`src/rtl/ble_pkg.sv`:
```
// Shared types and defaults for the BLE command receive path.
// Holds the receiver and authorization state enums, the baud counter
// width and the default baud divisor and command byte values.
package ble_pkg;

    localparam int          CNT_W        = 12;
    localparam int          BAUD_DIV_DEF = 2604;
    localparam logic [7:0]  CMD_GO_DEF   = 8'h67;
    localparam logic [7:0]  CMD_STOP_DEF = 8'h73;

    typedef enum logic [1:0] {
        IDLE  = 2'd0,
        START = 2'd1,
        DATA  = 2'd2,
        STOP  = 2'd3
    } rx_state_t;

    typedef enum logic [1:0] {
        OFF  = 2'd0,
        PWR1 = 2'd1,
        PWR2 = 2'd2
    } auth_state_t;

endpackage

```
`src/rtl/uart_rx.sv`:
```
// 8N1 UART receiver: two-flop synchronizer, 12-bit down-counting baud timer,
// LSB-first shift register and receiver FSM.
//
// Ports:
//   clk      in   system clock
//   rst      in   synchronous active-high reset
//   RX       in   asynchronous serial line, idle high
//   rx_data  out  last correctly framed byte
//   rx_rdy   out  one-cycle pulse, rx_data valid
//   frm_err  out  one-cycle pulse, stop bit sampled low
//
// state | meaning
// IDLE  | waiting for a falling edge on the synchronized line
// START | timing to mid start bit; a high sample there is a glitch
// DATA  | sampling 8 data bits at mid-bit, LSB first
// STOP  | sampling the stop bit; high delivers the byte, low flags error
module uart_rx
    import ble_pkg::*;
#(
    parameter int BAUD_DIV = BAUD_DIV_DEF
) (
    input  logic       clk,
    input  logic       rst,
    input  logic       RX,
    output logic [7:0] rx_data,
    output logic       rx_rdy,
    output logic       frm_err
);

    // Expiry is the cycle after the counter reaches zero, so a load of L
    // gives L+1 cycles. Reloading BAUD_DIV-1 keeps every bit exactly
    // BAUD_DIV clocks apart.
    localparam logic [CNT_W-1:0] CNT_HALF = CNT_W'(BAUD_DIV / 2);
    localparam logic [CNT_W-1:0] CNT_BIT  = CNT_W'(BAUD_DIV - 1);

    logic             r_rx_meta;
    logic             r_rx_s;
    logic             r_rx_prev;
    rx_state_t        r_state;
    rx_state_t        w_state_nxt;
    logic [CNT_W-1:0] r_cnt;
    logic [2:0]       r_bit_cnt;
    logic [7:0]       r_shift;
    logic [7:0]       r_rx_data;
    logic             r_rx_rdy;
    logic             r_frm_err;

    logic w_fall;
    logic w_expire;
    logic w_load_half;
    logic w_load_bit;
    logic w_clr_bits;
    logic w_shift_en;
    logic w_frame_ok;
    logic w_frame_bad;

    assign w_fall   = r_rx_prev & ~r_rx_s;
    assign w_expire = (r_cnt == '0);

    // state register
    always_ff @(posedge clk) begin
        if (rst) begin
            r_state <= IDLE;
        end else begin
            r_state <= w_state_nxt;
        end
    end

    // next-state logic
    always_comb begin
        w_state_nxt = r_state;
        case (r_state)
            IDLE:    if (w_fall) w_state_nxt = START;
            START:   if (w_expire) w_state_nxt = r_rx_s ? IDLE : DATA;
            DATA:    if (w_expire && (r_bit_cnt == 3'd7)) w_state_nxt = STOP;
            STOP:    if (w_expire) w_state_nxt = IDLE;
            default: w_state_nxt = IDLE;
        endcase
    end

    // output / datapath control
    always_comb begin
        w_load_half = 1'b0;
        w_load_bit  = 1'b0;
        w_clr_bits  = 1'b0;
        w_shift_en  = 1'b0;
        w_frame_ok  = 1'b0;
        w_frame_bad = 1'b0;
        case (r_state)
            IDLE:  w_load_half = w_fall;
            START: begin
                if (w_expire && !r_rx_s) begin
                    w_load_bit = 1'b1;
                    w_clr_bits = 1'b1;
                end
            end
            DATA: begin
                if (w_expire) begin
                    w_load_bit = 1'b1;
                    w_shift_en = 1'b1;
                end
            end
            STOP: begin
                if (w_expire) begin
                    w_frame_ok  = r_rx_s;
                    w_frame_bad = ~r_rx_s;
                end
            end
            default: ;
        endcase
    end

    always_ff @(posedge clk) begin
        if (rst) begin
            r_rx_meta <= 1'b1;
            r_rx_s    <= 1'b1;
            r_rx_prev <= 1'b1;
            r_cnt     <= '0;
            r_bit_cnt <= '0;
            r_shift   <= '0;
            r_rx_data <= '0;
            r_rx_rdy  <= 1'b0;
            r_frm_err <= 1'b0;
        end else begin
            r_rx_meta <= RX;
            r_rx_s    <= r_rx_meta;
            r_rx_prev <= r_rx_s;
            r_rx_rdy  <= w_frame_ok;
            r_frm_err <= w_frame_bad;

            if (w_load_half) begin
                r_cnt <= CNT_HALF;
            end else if (w_load_bit) begin
                r_cnt <= CNT_BIT;
            end else if (!w_expire) begin
                r_cnt <= r_cnt - 1'b1;
            end

            if (w_clr_bits) begin
                r_bit_cnt <= '0;
            end else if (w_shift_en) begin
                r_bit_cnt <= r_bit_cnt + 3'd1;
            end

            if (w_shift_en) begin
                r_shift <= {r_rx_s, r_shift[7:1]};
            end

            if (w_frame_ok) begin
                r_rx_data <= r_shift;
            end
        end
    end

    assign rx_data = r_rx_data;
    assign rx_rdy  = r_rx_rdy;
    assign frm_err = r_frm_err;

endmodule

```
`src/rtl/ble_auth_rx.sv`:
```
// BLE command link receive side: UART receiver plus the power-up
// authorization FSM that drives pwr_up to the balance controller.
//
// Ports:
//   clk        in   system clock
//   rst        in   synchronous active-high reset
//   RX         in   asynchronous serial line, idle high
//   rider_off  in   high when load cells report no rider
//   rx_data    out  last correctly framed byte
//   rx_rdy     out  one-cycle pulse, rx_data valid
//   frm_err    out  one-cycle pulse, stop bit sampled low
//   pwr_up     out  motors/balance enabled
//
// state | meaning
// OFF   | not authorized, motors disabled
// PWR1  | authorized by CMD_GO, rider_off ignored until CMD_STOP
// PWR2  | stop requested with rider on; powers down once rider_off rises
module ble_auth_rx
    import ble_pkg::*;
#(
    parameter int         BAUD_DIV = BAUD_DIV_DEF,
    parameter logic [7:0] CMD_GO   = CMD_GO_DEF,
    parameter logic [7:0] CMD_STOP = CMD_STOP_DEF
) (
    input  logic       clk,
    input  logic       rst,
    input  logic       RX,
    input  logic       rider_off,
    output logic [7:0] rx_data,
    output logic       rx_rdy,
    output logic       frm_err,
    output logic       pwr_up
);

    auth_state_t r_auth;
    auth_state_t w_auth_nxt;
    logic        r_pwr_up;
    logic        w_pwr_nxt;
    logic        w_cmd_go;
    logic        w_cmd_stop;

    uart_rx #(
        .BAUD_DIV (BAUD_DIV)
    ) u_uart_rx (
        .clk     (clk),
        .rst     (rst),
        .RX      (RX),
        .rx_data (rx_data),
        .rx_rdy  (rx_rdy),
        .frm_err (frm_err)
    );

    assign w_cmd_go   = rx_rdy && (rx_data == CMD_GO);
    assign w_cmd_stop = rx_rdy && (rx_data == CMD_STOP);

    // state register; pwr_up is registered from the next state
    always_ff @(posedge clk) begin
        if (rst) begin
            r_auth   <= OFF;
            r_pwr_up <= 1'b0;
        end else begin
            r_auth   <= w_auth_nxt;
            r_pwr_up <= w_pwr_nxt;
        end
    end

    // next-state logic; in PWR2 a GO byte takes priority over rider_off
    always_comb begin
        w_auth_nxt = r_auth;
        case (r_auth)
            OFF:  if (w_cmd_go) w_auth_nxt = PWR1;
            PWR1: if (w_cmd_stop) w_auth_nxt = rider_off ? OFF : PWR2;
            PWR2: begin
                if (w_cmd_go) begin
                    w_auth_nxt = PWR1;
                end else if (rider_off) begin
                    w_auth_nxt = OFF;
                end
            end
            default: w_auth_nxt = OFF;
        endcase
    end

    // output logic
    always_comb begin
        w_pwr_nxt = (w_auth_nxt != OFF);
    end

    assign pwr_up = r_pwr_up;

endmodule

```
`config.mk`:
```
export PLATFORM = sky130hd
export DESIGN_NAME = ble_auth_rx
export DESIGN_NICKNAME = d
export VERILOG_FILES = /design/src/rtl/ble_pkg.sv /design/src/rtl/uart_rx.sv /design/src/rtl/ble_auth_rx.sv
export SDC_FILE = /design/constraint.sdc
export NUM_CORES = 1
export LEC_CHECK = 0
export BUFFER_PORTS_ARGS = -buffer_cell sky130_fd_sc_hd__buf_2
export CORE_ASPECT_RATIO = 1.2
export CORE_MARGIN = 2
export CORE_UTILIZATION = 50
export DETAILED_ROUTE_END_ITERATION = 10
export PLACE_DENSITY = 0.68
export SLEW_MARGIN = 5
export SYNTH_ARGS = -nofsm -noshare
export SYNTH_HDL_FRONTEND = slang
export SYNTH_SLANG_ARGS = --single-unit
```
`constraint.sdc`:
```
create_clock -name clk -period 2.5 [get_ports clk]
set_clock_uncertainty 0.15 [all_clocks]
set_input_delay 0.125 -clock clk [delete_from_list [all_inputs] [get_ports clk]]
set_output_delay 0.125 -clock clk [all_outputs]
set_load 0.05 [all_outputs]
```
* Yosys cells after proc, flatten, opt, wreduce, memory -nomap -nowiden
Index checks and enable logic that the tools add are counted.
** Cells by class
- $add $sub $neg :: 2
- Muxes and demuxes :: 23
- Equality and inequality tests :: 14
- Bitwise logic cells :: 4
- Reductions and logical operators :: 14
** Operators with widths (count)
- $mux W12 :: 2
- $mux W2 :: 10
- $eq A8 B7 Y1 const B :: 2
- $logic_not A12 Y1 :: 1
- $sub A12 B1 Y12 const B :: 1
- $mux W11 :: 1
- $ne A2 B1 Y1 const B :: 4
- $pmux W2 S4 :: 1
- $mux W1 :: 7
- $eq A2 B2 Y1 const B :: 3
- $pmux W2 S3 :: 1
- $reduce_or A3 Y1 :: 2
- $eq A2 B1 Y1 const B :: 2
- $logic_and A1 B1 Y1 :: 4
- $logic_not A2 Y1 :: 2
- $reduce_and A4 Y1 :: 1
- $reduce_or A2 Y1 :: 2
- $add A3 B1 Y3 const B :: 1
- $eq A3 B3 Y1 const B :: 1
- $ne A3 B3 Y1 const B :: 1
- $not A1 Y1 :: 3
- $ne A2 B2 Y1 const B :: 1
- $pmux W1 S2 :: 1
- $reduce_bool A2 Y1 :: 1
- 2 further kinds :: 2
** Word-level totals
- Logic and storage cells :: 71
- Output and inout port bits :: 11
- Input port bits :: 4
- Flip-flop bits (word level) :: 41

* Depth between registers and ports, before layout
- Word-level depth :: 6
- Mapped depth :: 8
- Depth with buffers taken out :: 7

* Hierarchy
Synthesis repeated with hierarchy kept, for this count alone.
** Second synthesis, totals
- Cell total of the unflattened synthesis :: 226
- Area total of the unflattened synthesis :: 1968.1 µm²
** Modules (own cells, without submodules)
- uart_rx :: seq. area each 760.7 µm², times used 1, area an instance 1767.9 µm², cells each 202
- ble_auth_rx :: seq. area each 60.1 µm², times used 1, area an instance 200.2 µm², cells each 24

* Least setup slack after synthesis
Ideal clock, no wire load.
- Kind :: reg-to-reg
- Start point :: register u_uart_rx.r_cnt[0]
- End point :: register u_uart_rx.r_rx_data[4], in the netlist u_uart_rx.rx_data[4]
- Setup slack :: 218 ps
- Setup time :: 128 ps
- Data required time :: 2222 ps
- Arrival time :: 2004 ps
- Cell stages (with the launch flop) :: 9
- Clock period less this slack :: 2282 ps
- Path buffers :: 1
- Cells stage by stage :: dfxtp_1 > inv_1 > ha_1 > or3b_2 > nor4_4 > and3_1 > buf_4 > mux2i_1 > nor2_1
** On the way
- Word-level cells in the longest chain between the ends :: 3
** RTL lines
- from (decl) :: line uart_rx.sv:41 : logic [CNT_W-1:0] r_cnt;
- from (signal assigned) :: line uart_rx.sv:136 : r_cnt <= r_cnt - 1'b1;
- $logic_not A12 Y1 :: line uart_rx.sv:58 : assign w_expire = (r_cnt == '0);
- $mux W1 :: line uart_rx.sv:104 : if (w_expire) begin
- $mux W1 :: line uart_rx.sv:89 : case (r_state)
- to (signal assigned) :: line uart_rx.sv:150 : r_rx_data <= r_shift;
- to (decl) :: line uart_rx.sv:44 : logic [7:0] r_rx_data;
No other way between the ends.
A chain may end at the register's enable or synchronous reset.

* Worst setup path after layout
- Start point :: register u_uart_rx.r_cnt[0]
- End point :: register u_uart_rx.r_bit_cnt[0]
** On the way
- Word-level cells in the longest chain between the ends :: 5
- Elaborated cells between the ends (all ways) :: 7
- Those cells by class :: mux: 4; reduce/logical: 3
** RTL lines
- $logic_not A12 Y1 (*) :: line uart_rx.sv:58
- $logic_and A1 B1 Y1 :: line uart_rx.sv:92 : if (w_expire && !r_rx_s) begin
- $mux W1 :: line uart_rx.sv:92
- $mux W1 :: line uart_rx.sv:89
- $reduce_or A2 Y1 (no line)
- to (signal assigned) :: line uart_rx.sv:142 : r_bit_cnt <= r_bit_cnt + 3'd1;
- to (decl) :: line uart_rx.sv:42 : logic [2:0] r_bit_cnt;
Every way passes the cells marked *; elsewhere a longest branch is shown, timed or not.

==> impl_metrics.ini <==
[grt]
grt_overflow = 0
antenna_found_initial = 0
grt_pass1_wl_mm = 6.35
first_global_vias = 1463
grt_usage_pct = 19.8
grt_start_max_net_pins = 24

[die]
dieArea_um2 = 4220
rows = 24
ios = 15
die_x_um = 59.6
core_area_um2 = 3600
start_util_pct = 51.5
die_h_um = 70.8

[sta]
worst_pin_slew_ns = 0.617
period_needed_ns = 2.32
hold_viol_final = 0
maxSlewViolCount = 0
fin_crit_sh_pct = 93.0
max_freq_mhz = 430
tns_ns = 0
setup_viol = 0
relSlewSlack_pct = 58.6
rsz0062_at_grt = false

[yosys]
synth_cell_types = 42
async_flop_share_pct = 0
synth-seq-cells = 41
synth_warnings = 0
synthFlopType = dfxtp_1
syn_avg_cell_area_um2 = 9.06
syn_nets = 217
synth_edf_count = 0
netlist_area_um2 = 1860
syn-instance-count = 205
ys_seq_area_share_pct = 44.2

[detailed_routing]
ant_nets = 0
routed.top_layer = met4
drt-met1-wl_mm = 1.63
vias_per_cell = 5.76
wl_per_cell_um = 14.4
via_count = 1531
dr.pass1.iters = 5
wl_met2_mm = 2.02
first_iter_violations = 72
drc_errors = 0
totalWireLength_mm = 3.84
met3_length_um = 135

[critical_path]
slowest_delay_ns = 0.40
cp.required_ns = 2.58
critPathSlowestCell = or3b_4
startpoint = u_uart_rx.r_cnt[0]
cp-end-kind = register
reg2reg_slack_ns = 0.18
cp-endpoint = u_uart_rx.r_bit_cnt[0]
r2r-start = u_uart_rx.r_cnt[0]
worstSetupPathType = reg2reg
r2r-end = u_uart_rx.r_bit_cnt[0]
ff2ff_path_depth = 8
worstPathArrival_ns = 2.40
worstPathCellList = inv_2 > ha_1 > or3b_4 > nor4_4 > buf_4 > nand2_4 > or3_1 > a21oi_1
cp-start-kind = register
crit_fanout = 9

[power_and_ir_drop]
power.density_nw_per_um2 = 990
ir_drop_mv = 0.498
total_power_mw = 2.09
leakagePower_nw = 0.842

[cts]
cts-htree-levels = 2
cts.reportedPaths.clkPinSlew_ns = 0.07
clockRootBuffer = clkbuf_8
clk_path_buf_depth = 2
clk_latency_ns = 0.29
cts_tree = built
cts_sinks = 41
numCtsBuffers = 5

[final_layout]
final_cell_area_um2 = 2110
fin_nets = 238
antenna_cells = 0
seq_area_um2 = 821
layout-drive-gt1-share_pct = 18.9
fill_cells = 329
multi_input_area_um2 = 973
area_delta_synth_final_pct = 13.6

[placement]
dpl_cell_area_um2 = 1990
hpwl_mm = 2.76
place.gp.congestion = 0.944
port_buffers = 14

[worst_hold_path]
whs_path_depth = 2
min_path_type = in2reg

[job]
cap_violations = 0

[status]
outcome = completed
-- power breakdown --
part           leakage (nW)  internal [mW]  switching, mW
combinational         0.464          0.394          0.442
clock                0.0450          0.193          0.221
sequential            0.333          0.741         0.0969
total                 0.842           1.33          0.760
-- worst min path at each step --
stage	from	slack, ns	to
after floorplan	rider_off	0.05	r_auth[1]
after CTS	rst	0.08	r_auth[0]
final	rst	0.09	u_uart_rx.rx_data[0]
after detailed placement	RX	0.16	u_uart_rx.r_rx_meta
after global placement	RX	0.16	u_uart_rx.r_rx_meta
after global routing	rst	0.1	u_uart_rx.rx_data[7]
-- cells in the final DEF, fill, tap and decap left out, drive strengths merged, types with 2 or more instances in the layout --
master,count
ha,8
xor2,3
a221oi,2
dlygate4sd3,2
mux2i,9
or3b,2
xnor2,5
o21ai,4
nor2b,3
nor4,5
nand3,8
or2,7
or3,3
inv,8
a21oi,22
nand4,3
buf,22
dfxtp,41
nand2b,3
clkbuf,6
clkinv,2
nor2,13
nand2,18
nor3,7
nand3b,4
nor4b,2
-- metrics by stage --
step / utilization (%) / cells / worst slack (ns) / hold slack (ns)
global placement: 55.1 / 255 / 0.221 / 0.159
global route: 58.5 / 266 / 0.0550 / 0.0974
CTS: 58.0 / 265 / 0.150 / 0.0820
floorplan: - / 205 / 0.218 / 0.0535
detailed placement: 55.1 / 255 / 0.165 / 0.159
finish: 58.5 / 266 / 0.176 / 0.0861
-- layout make-up --
type,count,area share (%)
multi-input combinational,146,46.1
sequential,41,38.9
timing repair buffer,24,7.30
clock buffer,6,3.44
tap,39,2.31
inverter,8,1.42
clock inverter,2,0.474
-- critical path: cells and delay by family (launching register included) --
family	cells	cell delay [ns]
AOI/OAI and AO/OA	1	0.14
adders and majority gates	1	0.17
buffers and inverters	2	0.27
DFF	1	0.34
and+or+nand+nor	4	1.19
-- cell usage after synthesis (2+ instances only) --
master / count / area share (%)
nor2_1: 13 / 2.6
nand3_1: 8 / 2.2
or2_2: 7 / 2.4
nand2b_1: 3 / 1.0
ha_1: 8 / 5.4
nor2b_1: 3 / 1.0
nor4_1: 4 / 1.3
or3_1: 3 / 1.0
o21ai_0: 4 / 1.1
a221oi_1: 2 / 0.94
nor3_1: 7 / 1.9
inv_1: 8 / 1.6
nand3b_1: 4 / 1.6
xor2_1: 3 / 1.4
nand4_1: 3 / 1.0
or3b_2: 2 / 0.94
clkbuf_1: 8 / 1.6
dfxtp_1: 41 / 44
a21oi_1: 22 / 5.9
nor4b_1: 2 / 0.94
mux2i_1: 9 / 4.9
xnor2_1: 5 / 2.4
nand2_1: 17 / 3.4
-- repair_timing --
action                                  4_1_cts  5_1_grt
hold buffers                                  2        0
buffers inserted                              0        1
endpoints found under the hold margin         2        0
endpoints found under the setup margin        0        1
resized for setup                             0        4
-- cell families (layout without fill, tap and decap cells) --
logic type / Yosys count / after routing / synth area share (%)
buffers and inverters: 18 / 40 / 3.91
adders and majority gates: 8 / 8 / 5.39
and+or+nand+nor: 84 / 84 / 25.9
DFF: 41 / 41 / 44.2
AOI/OAI and AO/OA: 37 / 37 / 11.9
xor gates and xnor gates: 8 / 8 / 3.77
muxes: 9 / 9 / 4.85
-- sequential cells by signal, indices dropped and copies added (netlist names), named ones only --
name	count
u_uart_rx.r_rx_prev	1
u_uart_rx.r_bit_cnt	3
u_uart_rx.r_shift	8
u_uart_rx.r_cnt	12
u_uart_rx.r_rx_s	1
r_auth	2
u_uart_rx.r_rx_meta	1
u_uart_rx.frm_err	1
u_uart_rx.rx_rdy	1
pwr_up	1
u_uart_rx.r_state	1
u_uart_rx.rx_data	8
-- metal layers --
metal | track usage [%] | vias to the layer above
met3 | 5.30 | 6
met4 | 7.65 | 0
met1 | 23.0 | 721
met2 | 33.8 | 33
li1 | - | 771
met5 | 0 | -
(Power assumes the default switching activity.)
